<file path="src/rtl/fetch_queue.sv">
// Instruction fetch unit: owns the PC, issues word reads over req/ack, buffers results with their PCs.
// Optional performance counters are enabled by defining FETCH_PERF_CNT_EN.
module fetch_queue #(
  parameter int                ADDR_W   = 32,
  parameter int                DATA_W   = 32,
  parameter int                DEPTH    = 4,
  parameter logic [ADDR_W-1:0] RESET_PC = {ADDR_W{1'b0}}
) (
  input  logic              clk,
  input  logic              rst_n,
  input  logic              br_taken,
  input  logic [ADDR_W-1:0] br_pc,
  input  logic [15:0]       br_imm16,
  output logic              imem_req,
  output logic [ADDR_W-1:0] imem_addr,
  input  logic              imem_ack,
  input  logic [DATA_W-1:0] imem_rdata,
  output logic              inst_valid,
  output logic [DATA_W-1:0] inst,
  output logic [ADDR_W-1:0] inst_pc,
  input  logic              inst_ready
`ifdef FETCH_PERF_CNT_EN
  ,
  output logic [31:0]       perf_fetched,
  output logic [31:0]       perf_dropped,
  output logic [31:0]       perf_stall
`endif
);

  localparam int PW = $clog2(DEPTH);
  localparam int CW = PW + 1;
  localparam logic [CW-1:0] DEPTH_C = CW'(DEPTH);

  typedef enum logic [1:0] {
    IDLE = 2'd0,
    WAIT = 2'd1,
    DROP = 2'd2
  } state_e;

  state_e            state_r, state_n;
  logic [ADDR_W-1:0] fetch_pc_r, fetch_pc_n;
  logic              req_r, req_n;
  logic [ADDR_W-1:0] addr_r, addr_n;
  logic [CW-1:0]     count_r, count_n;
  logic [PW-1:0]     wr_ptr_r, rd_ptr_r;
  logic [DATA_W-1:0] data_mem_r [DEPTH];
  logic [ADDR_W-1:0] pc_mem_r [DEPTH];

  logic              complete_s, pop_s, push_s, space_s, issue_s;
  logic [ADDR_W-1:0] imm_ext_s, target_s;

  // Handshake events, redirect target and post-edge occupancy
  always_comb begin
    imm_ext_s  = {{(ADDR_W-16){br_imm16[15]}}, br_imm16};
    target_s   = br_pc + ADDR_W'(32'd4) + (imm_ext_s << 2'd2);
    complete_s = req_r & imem_ack;
    pop_s      = (count_r != {CW{1'b0}}) & inst_ready;
    push_s     = (state_r == WAIT) & complete_s & ~br_taken;
    if (br_taken) begin
      count_n    = {CW{1'b0}};
      fetch_pc_n = target_s;
    end else begin
      count_n    = count_r + CW'(push_s) - CW'(pop_s);
      fetch_pc_n = push_s ? (fetch_pc_r + ADDR_W'(32'd4)) : fetch_pc_r;
    end
    // A slot is reserved for every outstanding read, so space is judged after this edge's push/pop
    space_s = (count_n < DEPTH_C);
  end

  // Next-state logic
  always_comb begin
    state_n = state_r;
    case (state_r)
      IDLE: begin
        if (space_s) begin
          state_n = WAIT;
        end else begin
          state_n = IDLE;
        end
      end
      WAIT: begin
        if (!complete_s) begin
          state_n = br_taken ? DROP : WAIT;
        end else begin
          state_n = space_s ? WAIT : IDLE;
        end
      end
      DROP: begin
        if (!complete_s) begin
          state_n = DROP;
        end else begin
          state_n = space_s ? WAIT : IDLE;
        end
      end
      default: state_n = IDLE;
    endcase
  end

  // Request outputs: a new address is launched only when a fresh read starts
  always_comb begin
    issue_s = (state_n == WAIT) & ((state_r == IDLE) | complete_s);
    req_n   = (state_n != IDLE);
    if (issue_s) begin
      addr_n = {fetch_pc_n[ADDR_W-1:2], 2'b00};
    end else begin
      addr_n = addr_r;
    end
  end

  // State register
  always_ff @(posedge clk or negedge rst_n) begin
    if (!rst_n) begin
      state_r <= IDLE;
    end else begin
      state_r <= state_n;
    end
  end

  // PC, request and queue bookkeeping registers
  always_ff @(posedge clk or negedge rst_n) begin
    if (!rst_n) begin
      fetch_pc_r <= RESET_PC;
      req_r      <= 1'b0;
      addr_r     <= RESET_PC;
      count_r    <= {CW{1'b0}};
      wr_ptr_r   <= {PW{1'b0}};
      rd_ptr_r   <= {PW{1'b0}};
    end else begin
      fetch_pc_r <= fetch_pc_n;
      req_r      <= req_n;
      addr_r     <= addr_n;
      count_r    <= count_n;
      if (br_taken) begin
        wr_ptr_r <= {PW{1'b0}};
        rd_ptr_r <= {PW{1'b0}};
      end else begin
        wr_ptr_r <= wr_ptr_r + PW'(push_s);
        rd_ptr_r <= rd_ptr_r + PW'(pop_s);
      end
    end
  end

  // Queue storage
  always_ff @(posedge clk or negedge rst_n) begin
    if (!rst_n) begin
      for (int i = 0; i < DEPTH; i++) begin
        data_mem_r[i] <= {DATA_W{1'b0}};
        pc_mem_r[i]   <= {ADDR_W{1'b0}};
      end
    end else if (push_s) begin
      data_mem_r[wr_ptr_r] <= imem_rdata;
      pc_mem_r[wr_ptr_r]   <= addr_r;
    end
  end

  assign imem_req   = req_r;
  assign imem_addr  = addr_r;
  assign inst_valid = (count_r != {CW{1'b0}});
  assign inst       = data_mem_r[rd_ptr_r];
  assign inst_pc    = pc_mem_r[rd_ptr_r];

`ifdef FETCH_PERF_CNT_EN
  // Performance counters
  always_ff @(posedge clk or negedge rst_n) begin
    if (!rst_n) begin
      perf_fetched <= 32'd0;
      perf_dropped <= 32'd0;
      perf_stall   <= 32'd0;
    end else begin
      perf_fetched <= perf_fetched + {31'd0, push_s};
      perf_dropped <= perf_dropped + {31'd0, complete_s & (br_taken | (state_r == DROP))};
      perf_stall   <= perf_stall + {31'd0, ~inst_valid};
    end
  end
`endif

endmodule

</file>
<file path="config.mk">
export PLATFORM = sky130hd
export DESIGN_NAME = fetch_queue
export DESIGN_NICKNAME = d
export VERILOG_FILES = /design/src/rtl/fetch_queue.sv
export SDC_FILE = /design/constraint.sdc
export NUM_CORES = 1
export LEC_CHECK = 0
export ABC_AREA = 1
export CAP_MARGIN = 15
export CORE_MARGIN = 5
export CORE_UTILIZATION = 35
export CTS_CLUSTER_DIAMETER = 80
export DETAILED_ROUTE_END_ITERATION = 10
export SKIP_LAST_GASP = 1
export SYNTH_ARGS = -nofsm -noshare
export SYNTH_HDL_FRONTEND = slang
export SYNTH_SLANG_ARGS = --single-unit
export TNS_END_PERCENT = 1
</file>
<file path="constraint.sdc">
create_clock -name clk -period 2.7 [get_ports clk]
set_clock_uncertainty 0.2 [all_clocks]
set_input_delay 0.54 -clock clk [delete_from_list [all_inputs] [get_ports clk]]
set_output_delay 0.54 -clock clk [all_outputs]
set_load 0.02 [all_outputs]
</file>
==> run metrics, run 1 <==
setup TNS=-9.42 ns; CP required=2.90 ns; sequential-to-total area share from yosys stat=47.3%; Peak Freq=0.346 GHz; worst setup path class=flop to flop; wire per inst=15.6 microns; Worst setup SP type=flop; average cell area after synthesis=7.61 sq um; Post-Syn Instances=2209; pre-CTS setup slack=-0.769 ns; site row count=80; fin nets=2576; Clock Pin Slew Worst Setup and Hold Paths=approximately 0.06 ns; Vias=15100; Cell variety after synth=38; peak supply drop=362 uV; Hold WC Path Type=flop to flop; Hold Violations, Final=0; area grow syn2layout=26.1%; antenna viol nets, final=0; Num CTS Buffers=35; clk root buf=clkbuf_16; Synth Warn #=0; clk sinks=around 320; Area contributors post-synth=dfrtp_1 47%, nand2_1 15%, o21ai_0 8.1%, nor2_1 4.8%, ha_1 4.6%; DRC viols=0; Arr. time, crit path=3.09 ns; Synth top area share=47.3%; Vias/cell=4.92; DP Area=roughly 20000 sq um; power after layout=0.0205 W; worst hold slack=0.279 ns; endpoint class of the critical path=flop; GP Congestion=0.898; total track usage=18.2%; worst setup margin=-0.194 ns; outcome=finished, violations left; largest net degree at the start of global routing=80; H-tree depth=2; CP max FO=7; Slew Limit Fails=0; Worst-Skew Late Latency=0.52 ns; vias in the first global route=15300; maxcap violations=0; commonest non-fill, non-tap cell in the layout=nand2_1; initial DRC count=1011; first-pass GRT wire length=a little under 80 mm; core area=47600 sq um; RSZ-0062 raised after global routing=true; global route overflow=0; die area=52500 sq um; static leakage=10.5 nW; Synth Cell Area=around 17000 sq um; R2R depth=18; #FFs+latches synth=around 320; Synth area leader=dfrtp_1; most frequent cells in the layout=646 x nand2_1, 316 x dfrtp_1, 271 x o21ai_0; TritonCTS clock tree=built; drt first pass iters=5; final instance area=21200 sq um; Ant. Diodes=0; period utilisation layout=107%; antenna violations before repair=0; IO Pins=183; Die H=between 200 and 250 microns; PwrDens=969 nW/um^2; Starting Density=35.3%; Tmin final=just under 3 ns; port buffer count=176; clk buf depth=3; worst hold stages=2; post-DP HPWL=34.0 mm; final WL=47.7 mm; share of cells above drive strength 1=~9%; failing checks=setup timing; DIE WIDTH=~230 microns; # setup viols final=88
[power breakdown]
part,total [W],switching (W),internal (W)
logic,0.00899,0.00547,0.00352
registers,0.00670,0.000807,0.00589
clock network,0.00486,0.00191,0.00295
total,0.0205,0.00818,0.0124
[timing repair]
item | 4_1_cts | 5_1_grt
buffers inserted | 2 | 0
hold buffers | 1 | 0
pin swaps | 11 | 10
endpoints found under the setup margin | 93 | 107
gates resized for setup | 77 | 7
hold endpoints to repair | 47 | 0
cloned | 1 | 0
[flip-flops by register name, summed over array words and instances (netlist names)]
name,flops
wr_ptr_r,2
rd_ptr_r,2
count_r,3
pc_mem_r,120
state_r,2
fetch_pc_r,30
data_mem_r,128
imem_addr,30
imem_req,1
[worst max-delay path: stages (launching register included)]
cell	delay, ns
dfrtp_1	0.38
inv_1	0.05
nand2_1	0.06
o21a_1	0.21
ha_4	0.24
inv_2	0.06
ha_4	0.11
inv_2	0.03
fa_2	0.33
a21o_1	0.17
nand3_2	0.06
inv_2	0.04
o21ai_2	0.10
nand2_1	0.08
nor2_2	0.15
buf_6	0.16
clkinvlp_4	0.18
nand2_2	0.12
nand2_2	0.05
[synth_stat cells, drive strengths merged]
cell	number
nand3	68
buf	45
ha	62
nor2	222
a21o	2
inv	207
o21a	1
and2	2
o21bai	6
o21ai	417
nand3b	12
clkbuf	66
nand2	659
xnor2	7
dfrtp	318
mux2i	2
nand4	9
a21oi	24
conb	1
o22ai	62
nor3	5
and3	1
xor2	7
nor4	1
fa	2
or2	1
[cell type report]
class	instances	area [sq um]
inverters	207	782
fillers	4760	26400
multi-input cells	1576	7650
repair inverters	1	7.51
repair buffers	288	2860
well taps	615	769
clock buffers	55	1080
clock inverters	8	95.1
flip-flops and latches	318	7960
[worst paths after layout]
path	slack, ns	endpoint	start
max in group asynchronous	1.17	pc_mem_r[58]	rst_n
min in group asynchronous	0.34	data_mem_r[73]	rst_n
min	0.28	data_mem_r[37]	data_mem_r[37]
min reg2reg	0.28	data_mem_r[37]	data_mem_r[37]
max reg2reg	-0.19	imem_addr[31]	count_r[1]
max	-0.19	imem_addr[31]	count_r[1]
[cells by family after synthesis]
kind of cell / Yosys count / synth area share [%]
compound gates: 512 / 15.8
xor+xnor: 14 / 0.729
other cells: 1 / 0.0223
fa+ha+maj: 64 / 4.85
flops: 318 / 47.3
simple gates: 980 / 23.5
mux: 2 / 0.119
buf+inv: 318 / 7.63
[through the flow]
step,instances,util (%)
floorplan,2212,-
global placement,3001,42.0
detailed placement,3001,42.0
CTS,3068,44.5
global route,3068,44.5
finish,3068,44.5
[per-layer routing]
layer | part of all wire (%) | global-route usage, %
met4 | 2.6 | 5.24
met3 | 4.6 | 2.80
met5 | 0 | 0
met2 | 48 | 31.3
met1 | 44 | 23.8
Power figures use the tool's default switching activity.
==> run 2, diff against run 1 <==
Settings changed: MAX_ROUTING_LAYER from default to met4.
==> run metrics, run 2 (synthesis gave the netlist of run 1 again) <==
outcome=finished, violations left (unchanged); failing checks=setup timing (unchanged); critical-path cell list=inv_2, nand2_1, nor2_4, nand2_4, ha_4, inv_2, ha_4, inv_2, fa_2, a21o_1, nand3_2, inv_2, o21ai_2, nand2_1, nor2_2, buf_6, clkinvlp_4, nand2_1, nand2_1 (was inv_1, nand2_1, o21a_1, ha_4, inv_2, ha_4, inv_2, fa_2, a21o_1, nand3_2, inv_2, o21ai_2, nand2_1, nor2_2, buf_6, clkinvlp_4, nand2_2, nand2_2); Clock Pin Slew Worst Setup and Hold Paths=0.06 ns (about the same); vias in the first global route=15100 (was 15300); largest net degree at the start of global routing=73 (was 80); die area=52500 sq um (unchanged); Hold Violations, Final=0 (unchanged); CP required=2.90 ns (about the same); port buffer count=176 (unchanged); most frequent cells in the layout=648 x nand2_1, 316 x dfrtp_1, 271 x o21ai_0 (was 646 x nand2_1, 316 x dfrtp_1, 271 x o21ai_0); clk sinks=318 (unchanged); DIE WIDTH=229 microns (unchanged); maxcap violations=0 (unchanged); worst setup margin=-0.210 ns (was -0.194 ns); antenna violations before repair=0 (unchanged); largest reg by FF count=data_mem_r (unchanged); RSZ-0062 raised after global routing=true (unchanged); site row count=80 (unchanged); clk root buf=clkbuf_16 (unchanged); Ant. Diodes=0 (unchanged); DRC viols=0 (unchanged); GP Congestion=0.916 (was 0.898); CP max FO=7 (unchanged); total track usage=18.5% (was 18.2%); Hold WC Path Type=flop to flop (unchanged); Vias=15200 (was 15100); Slew Limit Fails=0 (unchanged); final instance area=21400 sq um (was 21200 sq um); Starting Density=35.3% (unchanged); Layout Utilization=44.9% (was 44.5%); commonest non-fill, non-tap cell in the layout=nand2_1 (unchanged); fin nets=2588 (was 2576); period utilisation layout=108% (was 107%); # setup viols final=93 (was 88); family with the most delay on the worst path=simple AND/OR/NAND/NOR gates (was adder cells); DP Area=20100 sq um (was 20000 sq um); slowest stage delay, CP=0.39 ns (was 0.38 ns); worst setup path endpoint=imem_addr[16] (was imem_addr[31]); share of cells above drive strength 1=9.30% (was 8.93%); worst hold slack=0.278 ns (was 0.279 ns); post-DP HPWL=34.2 mm (was 34.0 mm); core area=47600 sq um (unchanged); reg2reg end=imem_addr[16] (was imem_addr[31]); Vias/cell=4.95 (was 4.92); drt first pass iters=6 (was 5); r2r setup slk=-0.21 ns (was -0.19 ns); area grow syn2layout=27.2% (was 26.1%); endpoint class of the critical path=flop (unchanged); max reg flops=128 (unchanged); IO Pins=183 (unchanged); final WL=47.8 mm (was 47.7 mm); crit path launch=state_r[1] (was count_r[1]); top flop regs=data_mem_r x128, pc_mem_r x120 (unchanged); first-pass GRT wire length=78.6 mm (was 79.3 mm); Worst setup SP type=flop (unchanged); PwrDens=978 nW/um^2 (was 969 nW/um^2); antenna viol nets, final=0 (unchanged); Num CTS Buffers=36 (was 35); global route overflow=0 (unchanged); clk buf depth=3 (unchanged); initial DRC count=1030 (was 1011); CP max-delay cell=dfrtp_1 (unchanged); Arr. time, crit path=3.11 ns (was 3.09 ns); H-tree depth=2 (unchanged); worst setup path class=flop to flop (unchanged); R2R depth=19 (was 18); TritonCTS clock tree=built (unchanged); R2R Path Start=state_r[1] (was count_r[1]); wire per inst=15.5 microns (was 15.6 microns); Peak Freq=0.344 GHz (was 0.346 GHz); Die H=229 microns (unchanged); Buf/Inv on CP=6 (unchanged); peak supply drop=425 uV (was 362 uV); Worst-Skew Late Latency=0.51 ns (was 0.52 ns); Crit path depth=19 (was 18); Tmin final=2.91 ns (was 2.89 ns); static leakage=10.6 nW (was 10.5 nW)
-- run 2: what timing repair did --
item,4_1_cts,5_1_grt
hold endpoints to repair,44,0
gates cloned,1,0
hold buffers,1,0
pin swaps,11,7
endpoints found under the setup margin,92,111
resized for setup,73,6
setup buffers,5,2
-- run 2: worst min-delay path by stage --
stage	startpoint	depth (start not counted)	slack, ns	to
3_5_place_dp	data_mem_r[48]	2	0.27	data_mem_r[48]
2_1_floorplan	rst_n	0	0.04	count_r[0]
6_report	data_mem_r[53]	2	0.28	data_mem_r[53]
3_3_place_gp	pc_mem_r[53]	2	0.26	pc_mem_r[53]
5_1_grt	pc_mem_r[35]	2	0.30	pc_mem_r[35]
4_1_cts	pc_mem_r[59]	2	0.28	pc_mem_r[59]
-- run 2: routing by layer --
metal | vias to the layer above | global-route usage (%) | wire (microns)
met4 | 0 | 5.09 | 1240
met1 | 7166 | 23.9 | 21400
met2 | 389 | 30.9 | 22900
li1 | 7615 | - | -
met5 | - | - | 0
met3 | 70 | 2.40 | 2320
-- run 2: worst reg2reg max path, delay by kind of cell, from the launching register on --
kind            cells  cell delay, ns
compound gates      2            0.27
flops               1            0.39
simple gates        8            0.73
buf+inv             6            0.54
fa+ha+maj           3            0.68
-- run 2: area by class of cell --
type,instances,area (sq um)
Fill cell,4801,26300
Inverter,207,782
Multi-Input combinational cell,1576,7640
Tap cell,615,769
Timing Repair inverter,1,7.51
Clock buffer,47,1020
Sequential cell,318,7960
Timing Repair Buffer,299,2950
Clock inverter,15,253
-- run 2: where the power goes --
part	switching, W	internal [W]
clock	0.00192	0.00333
combinational	0.00548	0.00351
sequential	0.000805	0.00589
-- run 2: metrics by stage --
step | setup WS (ns) | setup TNS, ns | total power (W) | cells
finish | -0.210 | -10.75 | 0.0209 | 3078
CTS | -0.207 | -13.04 | 0.0211 | 3076
global placement | -0.742 | -30.14 | 0.0160 | 3007
global route | -0.347 | -22.35 | 0.0223 | 3078
floorplan | -0.189 | -5.23 | 0.0117 | 2212
detailed placement | -0.770 | -31.31 | 0.0162 | 3007
==> run 3, diff against run 2 <==
Settings changed: ABC_AREA 1 to default, DONT_BUFFER_PORTS from default to 1.
==> run metrics, run 3 <==
switching share of total power=35.0% (was 39.2%); static leakage=8.83 nW (was 10.6 nW); DRC viols=0 (unchanged); post-synthesis mux area share=28.5% (was 0.119%); Synth top cells by count=318 x dfrtp_1, 260 x mux2_2, 70 x nand2_1, 62 x ha_1, 62 x mux4_2 (was 653 x nand2_1, 318 x dfrtp_1, 271 x o21ai_0, 215 x nor2_1, 202 x inv_1); TritonCTS clock tree=built (unchanged); Hold WC Path Type=input port to async pin (was flop to flop); antenna viol nets, final=0 (unchanged); Reg power frac=39.4% (was 32.0%); Synth top area share=50.5% (was 47.3%); CP max FO=4 (was 7); sequential-to-total area share from yosys stat=50.5% (was 47.3%); PwrDens=985 nW/um^2 (was 978 nW/um^2); Post-synth EDFFs=0 (unchanged); NetSw=0.00658 W (was 0.00820 W); largest reg by FF count=data_mem_r (unchanged); Rel. slew slack=34.6%; Synth Warn #=0 (unchanged); IO Pins=183 (unchanged); Synth Area in Adders=5.24% (was 4.85%); Synth Area in Compound Gates=4.87% (was 15.8%); fin nets=1434 (was 2588); critical-path cell list=or3_4, and2_4, ha_4, inv_4, ha_4, inv_2, fa_2, xnor2_2, nor2_4, or2_4, and2_4, a221o_1 (was inv_2, nand2_1, nor2_4, nand2_4, ha_4, inv_2, ha_4, inv_2, fa_2, a21o_1, nand3_2, inv_2, o21ai_2, nand2_1, nor2_2, buf_6, clkinvlp_4, nand2_1, nand2_1); Starting Density=35.5% (was 35.3%); period utilisation layout=110% (was 108%); total track usage=15.8% (was 18.5%); Worst-Skew Late Latency=0.54 ns (was 0.51 ns); maxcap violations=0 (unchanged); commonest non-fill, non-tap cell in the layout=dfrtp_1 (was nand2_1); Logic pwr share=33.4% (was 42.9%); wire per inst=19.8 microns (was 15.5 microns); # setup viols final=37 (was 93); main flop type after synthesis=dfrtp_1 (unchanged); failing checks=hold timing, setup timing (was setup timing); initial DRC count=385 (was 1030); final WL=37.8 mm (was 47.8 mm); core area=44400 sq um (was 47600 sq um); worst setup path class=flop to flop (unchanged); outcome=finished, violations left (unchanged); clk sinks=318 (unchanged); top-count cell post-synth=dfrtp_1 (was nand2_1); CP max-delay cell=or3_4 (was dfrtp_1); max reg flops=128 (unchanged); average cell area after synthesis=13.7 sq um (was 7.61 sq um); Slew Limit Fails=0 (unchanged); async set or reset register ratio after synthesis=100% (unchanged); global route overflow=0 (unchanged); share of cells above drive strength 1=41.1% (was 9.30%); Clock Pin Slew Worst Setup and Hold Paths=0.06 ns (about the same); Worst setup SP type=flop (unchanged); worst setup margin=-0.266 ns (was -0.210 ns); drt first pass iters=4 (was 6); Cell variety after synth=68 (was 38); Tmin final=2.97 ns (was 2.91 ns); slowest stage delay, CP=0.39 ns (about the same); # fillers=4062 (was 4801); GP Congestion=0.863 (was 0.916); Arr. time, crit path=3.19 ns (was 3.11 ns); vias in the first global route=10700 (was 15100); DP Area=17400 sq um (was 20100 sq um); port buffer count=0 (was 176); Post-Syn Instances=1152 (was 2209); area grow syn2layout=21.2% (was 27.2%); post-DP HPWL=25.1 mm (was 34.2 mm); Area contributors post-synth=dfrtp_1 50%, mux2_2 19%, mux4_2 8.9%, ha_1 4.9%, xnor2_1 1.7% (was dfrtp_1 47%, nand2_1 15%, o21ai_0 8.1%, nor2_1 4.8%, ha_1 4.6%); Vias=9767 (was 15200); Clk pwr share=27.2% (was 25.1%); pre-CTS setup slack=-0.585 ns (was -0.770 ns); endpoint class of the critical path=flop (unchanged); family with the most delay on the worst path=simple AND/OR/NAND/NOR gates (unchanged); die area=49400 sq um (was 52500 sq um); #FFs+latches synth=318 (unchanged); clk root buf=clkbuf_16 (unchanged); Worst-Margin Slew=between 0.9 and 1 ns; most frequent cells in the layout=316 x dfrtp_1, 260 x mux2_2, 98 x buf_4 (was 648 x nand2_1, 316 x dfrtp_1, 271 x o21ai_0); setup TNS=-6.49 ns (was -10.75 ns); H-tree depth=2 (unchanged); site row count=77 (was 80); Hold Violations, Final=318 (was 0); Die H=222 microns (was 229 microns); RSZ-0062 raised after global routing=true (unchanged); Num CTS Buffers=39 (was 36); worst hold slack=-0.502 ns (was 0.278 ns); antenna violations before repair=0 (unchanged); Vias/cell=5.13 (was 4.95); peak supply drop=461 uV (was 425 uV); CTS Hold Bufs=37 (was 1); Peak Freq=0.337 GHz (was 0.344 GHz); clk buf depth=3 (unchanged); Post-Synth XOR/XNOR Area=3.22% (was 0.729%); Synth Area in Simple Gates=5.65% (was 23.5%); largest net degree at the start of global routing=319 (was 73); Ant. Diodes=0 (unchanged); first-pass GRT wire length=61.0 mm (was 78.6 mm); largest family of logic cells by synthesized area=multiplexers (was simple AND/OR/NAND/NOR gates); Synth area leader=dfrtp_1 (unchanged); Buf/Inv on CP=2 (was 6); top flop regs=data_mem_r x128, pc_mem_r x120 (unchanged); Int Power=0.0122 W (was 0.0127 W); Synth Cell Area=15800 sq um (was 16800 sq um); DIE WIDTH=222 microns (was 229 microns); final instance area=19100 sq um (was 21400 sq um); CP required=2.93 ns (was 2.90 ns)
[run 3: cell types whose count changed in the layout (fill, tap and decap cells not counted), sizes merged, moves of 54 or more]
| cell | before | now |
|---|---|---|
| mux4 | 0 | 62 |
| o21ai | 417 | 26 |
| mux2 | 0 | 265 |
| nand2 | 659 | 70 |
| clkdlybuf4s50 | 112 | 0 |
| nor2 | 222 | 41 |
| inv | 205 | 21 |
| dlygate4sd2 | 54 | 0 |
| o22ai | 62 | 4 |
[run 3: timing repair]
| action | 4_1_cts | 5_1_grt |
|---|---|---|
| gates resized for setup | 1 | 3 |
| setup buffers | 0 | 2 |
| hold endpoints to repair | 483 | 318 |
| setup endpoints to repair | 74 | 99 |
| pin swaps | 0 | 8 |
[run 3: final cells by class]
cell class                      count  area (sq um)  share of cell area [%]
Tap cell                          592           741                    3.88
Inverter                           17          66.3                   0.347
Multi-Input combinational cell    762          7700                    40.3
Clock inverter                     11           115                   0.603
Timing Repair Buffer              147          1360                    7.10
Sequential cell                   318          7970                    41.7
Clock buffer                       57          1150                    6.05
[run 3: worst register-to-register path: stages, from the launching register on]
cell and delay, ns:
dfrtp_1 0.37, or3_4 0.39, and2_4 0.18, ha_4 0.21, inv_4 0.05, ha_4 0.11
inv_2 0.03, fa_2 0.35, xnor2_2 0.22, nor2_4 0.07, or2_4 0.29, and2_4 0.16
a221o_1 0.25
[run 3: final timing paths]
kind	startpoint	slack, ns	to	cells past startpoint
worst max-delay path	count_r[0]	-0.27	imem_addr[28]	12
worst min-delay path	rst_n	-0.50	data_mem_r[99]	0
worst max register to register	count_r[0]	-0.27	imem_addr[28]	12
worst min register to register	data_mem_r[103]	0.29	data_mem_r[103]	1
max in group asynchronous	rst_n	1.98	fetch_pc_r[16]	0
min in group clk	br_taken	0.04	fetch_pc_r[7]	2
[run 3: power groups by stage]
stage	clock, W	combinational, W	sequential [W]
2_1_floorplan	0	0.00485	0.00704
3_3_place_gp	0	0.00614	0.00747
3_5_place_dp	0	0.00623	0.00755
4_1_cts	0.00532	0.00635	0.00747
5_1_grt	0.00551	0.00682	0.00763
6_report	0.00511	0.00627	0.00741
[run 3: per-layer routing]
layer,wire (microns),GRT usage [%]
met1,17000,20.4
met2,18300,25.6
met3,1750,3.83
met4,690,3.52
met5,0,-
[run 3: kinds of logic after synthesis]
family	count (synthesis)
AO/OA/AOI/OAI	112
XOR/XNOR	58
adder cells (fa/ha/maj)	65
buffers and inverters	75
flip-flops	318
multiplexers	338
other	1
AND/OR/NAND/NOR	185
[run 3: stage by stage]
step,total power [W],cells,utilization [%]
2_1_floorplan,0.0119,1155,-
3_3_place_gp,0.0136,1797,39.2
3_5_place_dp,0.0138,1797,39.2
4_1_cts,0.0191,1902,42.9
5_1_grt,0.0200,1904,43.0
6_report,0.0188,1904,43.0
